File: config.mk
export PLATFORM = sky130hd
export DESIGN_NAME = rx_mac
export DESIGN_NICKNAME = d
export VERILOG_FILES = /design/src/rtl/rx_mac.sv
export SDC_FILE = /design/constraint.sdc
export NUM_CORES = 1
export LEC_CHECK = 0
export ABC_AREA = 1
export CAP_MARGIN = 40
export CORE_MARGIN = 1.5
export CORE_UTILIZATION = 55
export CTS_CLUSTER_SIZE = 28
export DETAILED_ROUTE_END_ITERATION = 7
export PLACE_DENSITY_LB_ADDON = 0.05
export SLEW_MARGIN = 20
export SYNTH_ARGS = -nofsm -noshare
export SYNTH_HDL_FRONTEND = slang
export SYNTH_SLANG_ARGS = --single-unit
File: constraint.sdc
create_clock -name clk -period 1.8 [get_ports clk]
set_clock_uncertainty 0.15 [all_clocks]
set_input_delay 0.45 -clock clk [delete_from_list [all_inputs] [get_ports clk]]
set_output_delay 0.45 -clock clk [all_outputs]
set_load 0.02 [all_outputs]
File: src/rtl/rx_mac.sv
// rtl/rx_mac.sv - Ethernet receive MAC: preamble/SFD strip, FCS check, AXI-Stream payload out
//
// Purpose:
//   Consumes the byte stream from the RGMII layer, strips the preamble and
//   SFD, runs CRC-32 over everything after the SFD and checks the minimum
//   frame length. The payload is forwarded through a 5-byte delay line so
//   that the FCS never reaches the output; the final payload byte carries
//   tlast, and tuser flags a frame the RX FIFO should drop.
//
// Ports:
//   clk                 MAC clock, rising edge
//   reset               synchronous, active-high
//   rgmii_mac_rx_data   received byte
//   rgmii_mac_rx_dv     frame valid (covers preamble too)
//   rgmii_mac_rx_er     PHY error on the current byte
//   mii_select          1 = MII (byte on alternate dv-high cycles), 0 = GMII
//   m_rx_axis_tdata     payload byte
//   m_rx_axis_tvalid    one-cycle strobe per payload byte, no backpressure
//   m_rx_axis_tlast     final payload byte
//   m_rx_axis_tuser     bad frame, valid with tlast
//   rx_frame_good       pulse with a tlast beat that has tuser = 0
//   rx_frame_bad        pulse with a tlast beat that has tuser = 1

module rx_mac #(
    parameter int MIN_FRAME = 64
) (
    input  logic       clk,
    input  logic       reset,
    input  logic [7:0] rgmii_mac_rx_data,
    input  logic       rgmii_mac_rx_dv,
    input  logic       rgmii_mac_rx_er,
    input  logic       mii_select,
    output logic [7:0] m_rx_axis_tdata,
    output logic       m_rx_axis_tvalid,
    output logic       m_rx_axis_tlast,
    output logic       m_rx_axis_tuser,
    output logic       rx_frame_good,
    output logic       rx_frame_bad
);

    typedef enum logic [1:0] {
        ST_IDLE,
        ST_PREAMBLE,
        ST_PAYLOAD,
        ST_DROP
    } state_t;

    localparam logic [31:0] CRC_POLY    = 32'hEDB88320;
    localparam logic [31:0] CRC_INIT    = 32'hFFFFFFFF;
    localparam logic [31:0] CRC_RESIDUE = 32'hDEBB20E3;
    localparam logic [10:0] COUNT_MAX   = 11'd2047;
    localparam logic [10:0] MIN_LEN     = 11'(MIN_FRAME);
    localparam logic [10:0] HOLD_BYTES  = 11'd5;
    localparam logic [2:0]  DL_DEPTH    = 3'd5;
    localparam logic [7:0]  PRE_BYTE    = 8'h55;
    localparam logic [7:0]  SFD_BYTE    = 8'hD5;

    // Reflected CRC-32, one byte per call, LSB first.
    function automatic logic [31:0] crc_next(input logic [31:0] crc_in,
                                             input logic [7:0]  data_in);
        logic [31:0] r;
        r = crc_in ^ {24'd0, data_in};
        for (int i = 0; i < 8; i++) begin
            r = r[0] ? ((r >> 1) ^ CRC_POLY) : (r >> 1);
        end
        return r;
    endfunction

    state_t          state_q, state_d;
    logic            phase_q, phase_d;
    logic            dv_prev_q, dv_prev_d;
    logic [31:0]     crc_q, crc_d;
    logic [10:0]     count_q, count_d;
    logic            err_q, err_d;
    logic [4:0][7:0] dl_q, dl_d;
    logic [2:0]      fill_q, fill_d;

    logic [7:0]      tdata_q, tdata_d;
    logic            tvalid_q, tvalid_d;
    logic            tlast_q, tlast_d;
    logic            tuser_q, tuser_d;
    logic            good_q, good_d;
    logic            bad_q, bad_d;

    logic            byte_qual;
    logic            frame_bad;

    always_comb begin
        state_d   = state_q;
        phase_d   = 1'b0;
        dv_prev_d = rgmii_mac_rx_dv;
        crc_d     = crc_q;
        count_d   = count_q;
        err_d     = err_q;
        dl_d      = dl_q;
        fill_d    = fill_q;
        tdata_d   = tdata_q;
        tvalid_d  = 1'b0;
        tlast_d   = 1'b0;
        tuser_d   = 1'b0;
        good_d    = 1'b0;
        bad_d     = 1'b0;

        // In MII mode the phase toggle starts at 0 on the first dv-high
        // cycle, so that cycle and every second one after it carry a byte.
        byte_qual = rgmii_mac_rx_dv & (~mii_select | ~phase_q);
        if (rgmii_mac_rx_dv) begin
            phase_d = ~phase_q;
        end

        frame_bad = err_q | (count_q < MIN_LEN) | (crc_q != CRC_RESIDUE);

        case (state_q)
            ST_IDLE: begin
                // dv already high here means we came out of reset mid-frame:
                // discard the rest of it rather than forward a fragment.
                if (rgmii_mac_rx_dv) begin
                    state_d = dv_prev_q ? ST_DROP : ST_PREAMBLE;
                end
            end

            ST_PREAMBLE: begin
                if (!rgmii_mac_rx_dv) begin
                    state_d = ST_IDLE;
                end else if (byte_qual) begin
                    if (rgmii_mac_rx_er) begin
                        state_d = ST_DROP;
                    end else if (rgmii_mac_rx_data == SFD_BYTE) begin
                        state_d = ST_PAYLOAD;
                        crc_d   = CRC_INIT;
                        count_d = 11'd0;
                        err_d   = 1'b0;
                        fill_d  = 3'd0;
                        dl_d    = '0;
                    end else if (rgmii_mac_rx_data != PRE_BYTE) begin
                        state_d = ST_DROP;
                    end
                end
            end

            ST_PAYLOAD: begin
                if (!rgmii_mac_rx_dv) begin
                    // Finalise: the delay line still holds the last payload
                    // byte (oldest) plus the four FCS bytes.
                    state_d = ST_IDLE;
                    if (count_q >= HOLD_BYTES) begin
                        tvalid_d = 1'b1;
                        tdata_d  = dl_q[4];
                        tlast_d  = 1'b1;
                        tuser_d  = frame_bad;
                        good_d   = ~frame_bad;
                        bad_d    = frame_bad;
                    end
                    dl_d   = '0;
                    fill_d = 3'd0;
                    err_d  = 1'b0;
                end else if (byte_qual) begin
                    crc_d   = crc_next(crc_q, rgmii_mac_rx_data);
                    count_d = (count_q == COUNT_MAX) ? count_q : count_q + 11'd1;
                    err_d   = err_q | rgmii_mac_rx_er;
                    dl_d    = {dl_q[3:0], rgmii_mac_rx_data};
                    if (fill_q == DL_DEPTH) begin
                        // Full line: the byte falling out is five bytes old,
                        // so it can no longer be part of the FCS.
                        tvalid_d = 1'b1;
                        tdata_d  = dl_q[4];
                    end else begin
                        fill_d = fill_q + 3'd1;
                    end
                end
            end

            ST_DROP: begin
                if (!rgmii_mac_rx_dv) begin
                    state_d = ST_IDLE;
                end
            end

            default: begin
                state_d = ST_IDLE;
            end
        endcase
    end

    always_ff @(posedge clk) begin
        if (reset) begin
            state_q   <= ST_IDLE;
            phase_q   <= 1'b0;
            dv_prev_q <= 1'b1;
            crc_q     <= CRC_INIT;
            count_q   <= 11'd0;
            err_q     <= 1'b0;
            dl_q      <= '0;
            fill_q    <= 3'd0;
            tdata_q   <= 8'd0;
            tvalid_q  <= 1'b0;
            tlast_q   <= 1'b0;
            tuser_q   <= 1'b0;
            good_q    <= 1'b0;
            bad_q     <= 1'b0;
        end else begin
            state_q   <= state_d;
            phase_q   <= phase_d;
            dv_prev_q <= dv_prev_d;
            crc_q     <= crc_d;
            count_q   <= count_d;
            err_q     <= err_d;
            dl_q      <= dl_d;
            fill_q    <= fill_d;
            tdata_q   <= tdata_d;
            tvalid_q  <= tvalid_d;
            tlast_q   <= tlast_d;
            tuser_q   <= tuser_d;
            good_q    <= good_d;
            bad_q     <= bad_d;
        end
    end

    assign m_rx_axis_tdata  = tdata_q;
    assign m_rx_axis_tvalid = tvalid_q;
    assign m_rx_axis_tlast  = tlast_q;
    assign m_rx_axis_tuser  = tuser_q;
    assign rx_frame_good    = good_q;
    assign rx_frame_bad     = bad_q;

endmodule

==> summary.txt, run 1 <==
Layout
  • Layout cells sized above 1: 0.3493
  • Fill cells: 481
  • Diodes inserted: 0
  • Syn-to-layout area delta: 51.19%
  • Finished Cell Area: roughly 8100 um^2
  • Nets: around 950
  • Area of the multi-input gates: 3452 um^2
  • FF+latch area: roughly 2100 um^2
  • Core Util, Final: 0.8664

Worst setup path
  • CP Capture Point: crc_q[14]$_SDFFE_PP1P_
  • CP Class: flop to flop
  • WP depth: 12
  • Critical path's top delay family: buffers and inverters
  • R2R cell count: 12
  • CP Cell Sequence: inv_2 > nand2_4 > nor3_4 > buf_6 > nand2_4 > a21oi_4 > buf_12 > buf_12 > buf_16 > inv_16 > a21oi_1 > nand2_1
  • Slowest-stage cell, CP: dfxtp_2
  • Setup slack, reg-to-reg: -0.18 ns
  • Max stage delay on crit path: approximately 0.35 ns
  • Critical path arrival: 2.14 ns
  • CP max FO: 5
  • Worst setup path start: state_q[1]$_SDFFE_PP0P_
  • Crit. End Element: flop
  • Buf+Inv Stages, Crit Path: 6
  • Worst r2r dst: crc_q[14]$_SDFFE_PP1P_
  • Worst Path Required: 1.96 ns
  • Launching point of the worst reg2reg path: state_q[1]$_SDFFE_PP0P_
  • CP startpoint kind: flop

Global routing
  • Initial antenna violation count: 0
  • Tot GR Track Use: 0.3433
  • Vias in the first global route: 5657
  • Total congestion overflow: 0
  • First-pass GRT wire length: 27610 um
  • Largest net degree at the start of global routing: 22

Power
  • VDD IR-drop max: roughly 0.84 mV
  • Leak pwr: 3.707 nW
  • Total power: 0.007776 W
  • PD cells: 957.8 nW/um^2

Die
  • Die Wd: approximately 100 um
  • Initial core utilization: 0.5730
  • Die outline area: slightly above 10000 um^2
  • Die Y: 101.8 um
  • Io pins: 26
  • Row cnt: 35
  • CORE AREA: approximately 9400 um^2

Logic synthesis
  • Dominant cells by area after synthesis: dfxtp_1 38%, nand2_1 12%, nor2_1 7.0%, nor3_1 5.0%, inv_1 5.0%
  • Syn. warnings: 0
  • Register area share after synthesis: 0.3840
  • Post-synthesis async set-or-reset flop share: 0
  • Netlist Area Pre-Place: around 5400 um^2
  • Netlist cell types: 32
  • Most used DFF post-synth: dfxtp_1
  • Post-synth top area share: 0.3840
  • Dominant cell type by area after synthesis: dfxtp_1
  • Syn Area/Cell: 6.850 um^2
  • Post-Synthesis Cells: 784
  • Number of synthesized flops with an enable pin: 0
  • Post-Syn Nets: 801
  • Most instantiated cells after synthesis: 168 x nand2_1, 103 x dfxtp_1, 100 x nor2_1
  • Most numerous cell in the Yosys netlist: nand2_1
  • Flops & latches, synth: 103

STA
  • Rel. slew slack: 0.7151
  • Worst-Margin Slew: 0.4258 ns
  • Post-Route Setup TNS: -5.033 ns
  • Clock period minus worst slack: 1.984 ns
  • Finish-stage setup viols: 70
  • Fin crit share: 1.102
  • RSZ-0062 raised after global routing: true
  • Final Worst Setup Slack: -0.1843 ns
  • Fin. Hold Viols: 0
  • Fin. max-slew vios: 0
  • Fmax: 504.0 MHz

Drt
  • Initial DRC count: 905
  • Final ANT Viol Nets: 0
  • Pre-Repair DR Iteration Count: 7
  • WL final: 21940 um
  • Vias: about 6800
  • Vias per cell: approximately 6.3
  • Residual DRC: 0
  • Wirelength per Cell: 20.48 um

CTS
  • Htree depth: 3
  • Sink Count: around 100
  • TritonCTS clock tree: built
  • CTS Hold Bufs: 0
  • CTS Buf Count: 9
  • CTS clk-pin slew, worst paths: 0.12 ns
  • Clock buffer depth: 2
  • Worst-Skew Late Latency: between 0.4 and 0.5 ns
  • CTS Root Cell: clkbuf_8

Outcome
  • Violated checks: setup timing
  • Status: finished, violations left

Placed design
  • Post-place setup slack: -0.7272 ns
  • Placement Cell Area: 6314 um^2
  • Gpl congestion: 0.9019
  • Post-DP HPWL: 10150 um
  • Number of port buffers: 25

Run
  • MaxCap Viol Count: 0

Min path
  • Hold crit path type: flop to flop
-- power breakdown --
| group | leakage [nW] | total [W] | switching, W | internal [W] |
|---|---|---|---|---|
| clock | 0.0997 | 0.00155 | 0.000972 | 0.000580 |
| combinational | 2.77 | 0.00343 | 0.00195 | 0.00147 |
| sequential | 0.840 | 0.00280 | 0.000241 | 0.00256 |
-- cells by family (layout without fill, tap and decap cells) --
group	count (synthesis)	in the layout	synth area share
AND/OR/NAND/NOR	387	388	0.3078
AO/OA/AOI/OAI	144	144	0.1538
buffers and inverters	112	269	0.08970
flip-flops	103	103	0.3840
XOR/XNOR	34	34	0.05545
adder cells (fa/ha/maj)	4	4	0.009320
-- final cells by class --
cell class | count | share of cell area
Sequential cell | 103 | 0.2564
Clock buffer | 10 | 0.01695
Timing Repair inverter | 4 | 0.005702
Clock inverter | 6 | 0.007859
Timing Repair Buffer | 175 | 0.2296
Multi-Input combinational cell | 570 | 0.4252
Inverter | 74 | 0.03837
Tap cell | 129 | 0.01988
-- worst min-delay path by stage --
stage                             from                  to  slack [ns]  depth (start not counted)
global placement    phase_q$_SDFF_PP0_  phase_q$_SDFF_PP0_        0.26                          1
global route        phase_q$_SDFF_PP0_  phase_q$_SDFF_PP0_        0.31                          1
detailed placement  phase_q$_SDFF_PP0_  phase_q$_SDFF_PP0_        0.27                          1
floorplan           phase_q$_SDFF_PP0_  phase_q$_SDFF_PP0_        0.25                          1
CTS                 phase_q$_SDFF_PP0_  phase_q$_SDFF_PP0_        0.31                          1
finish              phase_q$_SDFF_PP0_  phase_q$_SDFF_PP0_        0.29                          1
-- through the flow --
step	cells	hold WS, ns
after floorplan	784	0.2473
after global placement	989	0.2595
after detailed placement	989	0.2726
after CTS	1042	0.3079
after global routing	1071	0.3129
final	1071	0.2898
-- cell usage in the layout, fill, tap and decap left out, types with 4 or more instances in the layout --
master,Yosys,routed
a21oi_1,34,19
a21oi_2,1,15
a31oi_1,40,35
a31oi_2,0,4
buf_12,0,14
buf_16,0,9
buf_4,2,103
buf_6,4,17
clkbuf_16,0,5
clkbuf_8,0,10
clkdlybuf4s15_1,0,4
dfxtp_1,103,93
dfxtp_2,0,7
dlygate4sd2_1,0,15
inv_1,71,55
inv_2,3,13
inv_8,0,4
nand2_1,168,142
nand2_2,5,18
nand2_4,0,14
nand3_1,36,32
nand4_1,12,12
nor2_1,100,85
nor2_2,0,12
nor3_1,54,22
nor3_2,2,27
nor3_4,0,7
o211ai_1,14,14
o21ai_0,47,29
o21ai_1,5,13
o21ai_2,0,10
xnor2_1,6,6
xor2_1,28,26
-- flip-flops by register name, summed over array words and instances, names as in the netlist, 2 cells and up --
| name | cells |
|---|---|
| count_q | 11 |
| crc_q | 32 |
| m_rx_axis_tdata | 8 |
| state_q | 2 |
| dl_q | 40 |
| fill_q | 3 |
-- repair_timing --
item	in CTS	in global routing
gates cloned	12	9
setup buffers	25	22
pin swaps	7	37
gates resized for setup	124	165
endpoints found under the setup margin	108	95
-- layer usage --
metal | vias up | wire (um) | track usage | part of all wire
li1 | 2921 | - | - | -
met1 | 3123 | 7949 | 0.4416 | 0.36
met2 | 534 | 10150 | 0.5538 | 0.46
met3 | 178 | 2445 | 0.07250 | 0.11
met4 | 0 | 1391 | 0.1602 | 0.063
met5 | - | 0 | 0 | 0
No activity file was read; power rests on OpenSTA's default activity.
==> run 2, diff against run 1 <==
--- a/config.mk
+++ b/config.mk
@@ -16,3 +16,4 @@
 export SYNTH_ARGS = -nofsm -noshare
 export SYNTH_HDL_FRONTEND = slang
 export SYNTH_SLANG_ARGS = --single-unit
+export TNS_END_PERCENT = 30
==> summary.txt, run 2 (synthesis results as in run 1) <==
Outcome
  • Status: finished, violations left
  • Violated checks: setup timing

Worst setup path
  • R2R cell count: 11
  • CP startpoint kind: flop
  • Crit. End Element: flop
  • CP Class: flop to flop
  • Setup slack, reg-to-reg: -0.11 ns
  • Worst Path Required: 1.98 ns
  • CP max FO: 7
  • Critical path arrival: 2.09 ns

Die
  • Die Wd: 101.8 um
  • Io pins: 26
  • Die Y: 101.8 um
  • CORE AREA: around 9400 um^2
  • Row cnt: 35
  • Initial core utilization: 0.5730
  • Die outline area: 10370 um^2

STA
  • Worst-Margin Slew: 0.3780 ns
  • Final Worst Setup Slack: -0.1137 ns
  • Fmax: 522.5 MHz
  • Clock period minus worst slack: 1.914 ns
  • RSZ-0062 raised after global routing: true
  • Rel. slew slack: 0.7453
  • Fin. Hold Viols: 0
  • Fin. max-slew vios: 0
  • Fin crit share: 1.063
  • Finish-stage setup viols: 35

Layout
  • Most common cell after layout, fill and taps aside: nand2_1
  • Layout cells sized above 1: 0.2885
  • Nets: 934
  • Fill cells: approximately 620
  • Most frequent cells in the layout: 141 x nand2_1, 95 x buf_4, 94 x dfxtp_1
  • Number of flip-flops in the largest register: 40
  • Largest regs: dl_q x40, crc_q x32, count_q x11
  • Register with the most flip-flops: dl_q
  • Syn-to-layout area delta: 42.01%
  • Diodes inserted: 0
  • Core Util, Final: 0.8138

CTS
  • CTS Buf Count: 9
  • CTS clk-pin slew, worst paths: 0.11 ns
  • Sink Count: 103
  • Worst-Skew Late Latency: between 0.4 and 0.5 ns
  • Htree depth: 3
  • CTS Hold Bufs: 0
  • TritonCTS clock tree: built
  • Clock buffer depth: 2
  • CTS Root Cell: clkbuf_8

Drt
  • Vias per cell: 5.905
  • DR WL met2: 8645 um
  • Wl on met1: 7384 um
  • Uppermost routed layer: met4
  • Vias: 6206
  • Final ANT Viol Nets: 0
  • Wirelength per Cell: 17.33 um
  • WL final: 18210 um
  • Initial DRC count: between 600 and 700
  • Residual DRC: 0
  • Pre-Repair DR Iteration Count: 7
  • Met3 wire len: around 1500 um

Power
  • Internal power: roughly 0.0044 W
  • VDD IR-drop max: 0.6818 mV
  • NetSw: between 0.002 and 0.003 W
  • Sequential power share: 0.381
  • Logic pwr share: 0.409
  • Leak pwr: 3.518 nW
  • PD cells: around 950 nW/um^2
  • Switching share of power: 0.3887
  • Clock power share: 0.209

Placed design
  • Post-DP HPWL: 10150 um
  • Post-place setup slack: -0.7272 ns
  • Gpl congestion: 0.9019
  • Number of port buffers: 25

Global routing
  • Largest net degree at the start of global routing: 22
  • Total congestion overflow: 0
  • First-pass GRT wire length: about 27000 um
  • Tot GR Track Use: 0.3292
  • Initial antenna violation count: 0
  • Vias in the first global route: 5451

Min path
  • Hold Path Depth: 3
  • Hold crit path type: input port to flop

Run
  • MaxCap Viol Count: 0
run 2: cell types whose count changed in the layout (fill, tap and decap cells not counted), moves of 4 or more:
cell and change:
a31oi_2 -4, buf_6 -6, nor3_1 +24, buf_12 -4, a31oi_1 +4, nor2_1 +7, nor2_2 -6, buf_4 -8
nor3_2 -21
run 2: critical path: stages (launching register included):
cell       delay, ns
dfxtp_4         0.37
inv_4           0.06
nand2_4         0.05
nor3_4          0.20
buf_6           0.13
nand2_4         0.05
a21oi_4         0.17
buf_12          0.14
buf_16          0.18
clkbuf_16       0.17
nand2_1         0.06
o211ai_1        0.09
run 2: final timing paths:
path                           startpoint                    end
setup / recovery  state_q[1]$_SDFFE_PP0P_  crc_q[8]$_SDFFE_PP1P_
hold / removal       rgmii_mac_rx_data[7]   dl_q[7]$_SDFFE_PP0P_
setup reg to reg  state_q[1]$_SDFFE_PP0P_  crc_q[8]$_SDFFE_PP1P_
hold reg to reg        phase_q$_SDFF_PP0_     phase_q$_SDFF_PP0_
run 2: what timing repair did:
action                                  in CTS  in global routing
pin swaps                                    7                 26
setup buffers                               19                 12
resized for setup                          104                117
endpoints found under the setup margin     108                 98
gates cloned                                10                  7
run 2: final cells by class:
| class | count | area (um^2) | area share |
|---|---|---|---|
| timing repair inverter | 4 | 41.29 | 0.005414 |
| inverter | 74 | 306.5 | 0.04020 |
| clock inverter | 6 | 63.81 | 0.008368 |
| multi-input combinational | 570 | 3232 | 0.4238 |
| tap | 129 | 161.4 | 0.02116 |
| timing repair buffer | 155 | 1603 | 0.2102 |
| clock buffer | 10 | 137.6 | 0.01805 |
| sequential | 103 | 2081 | 0.2728 |
run 2: per-stage QoR:
| step | cells | area (um^2) | hold WS [ns] | power [W] | setup TNS [ns] |
|---|---|---|---|---|---|
| 2_1_floorplan | 784 | 5375 | 0.2473 | 0.004207 | 0 |
| 3_3_place_gp | 989 | 6314 | 0.2595 | 0.004876 | -54.45 |
| 3_5_place_dp | 989 | 6314 | 0.2726 | 0.004923 | -60.36 |
| 4_1_cts | 1034 | 7117 | 0.3079 | 0.006798 | -0.07243 |
| 5_1_grt | 1051 | 7626 | 0.2719 | 0.007574 | -6.077 |
| 6_report | 1051 | 7626 | 0.2296 | 0.007254 | -1.852 |
run 2: power by group through the flow:
stage | Combinational, W | Clock (W) | Sequential, W
2_1_floorplan | 0.00148 | 0 | 0.00273
3_3_place_gp | 0.00211 | 0 | 0.00277
3_5_place_dp | 0.00215 | 0 | 0.00278
4_1_cts | 0.00255 | 0.00152 | 0.00273
5_1_grt | 0.00319 | 0.00159 | 0.00279
6_report | 0.00297 | 0.00152 | 0.00277
run 2: metal layers:
metal	global-route usage	up-vias
li1	-	2873
met5	0	-
met3	0.06430	91
met1	0.4307	2900
met4	0.1380	0
met2	0.5338	342
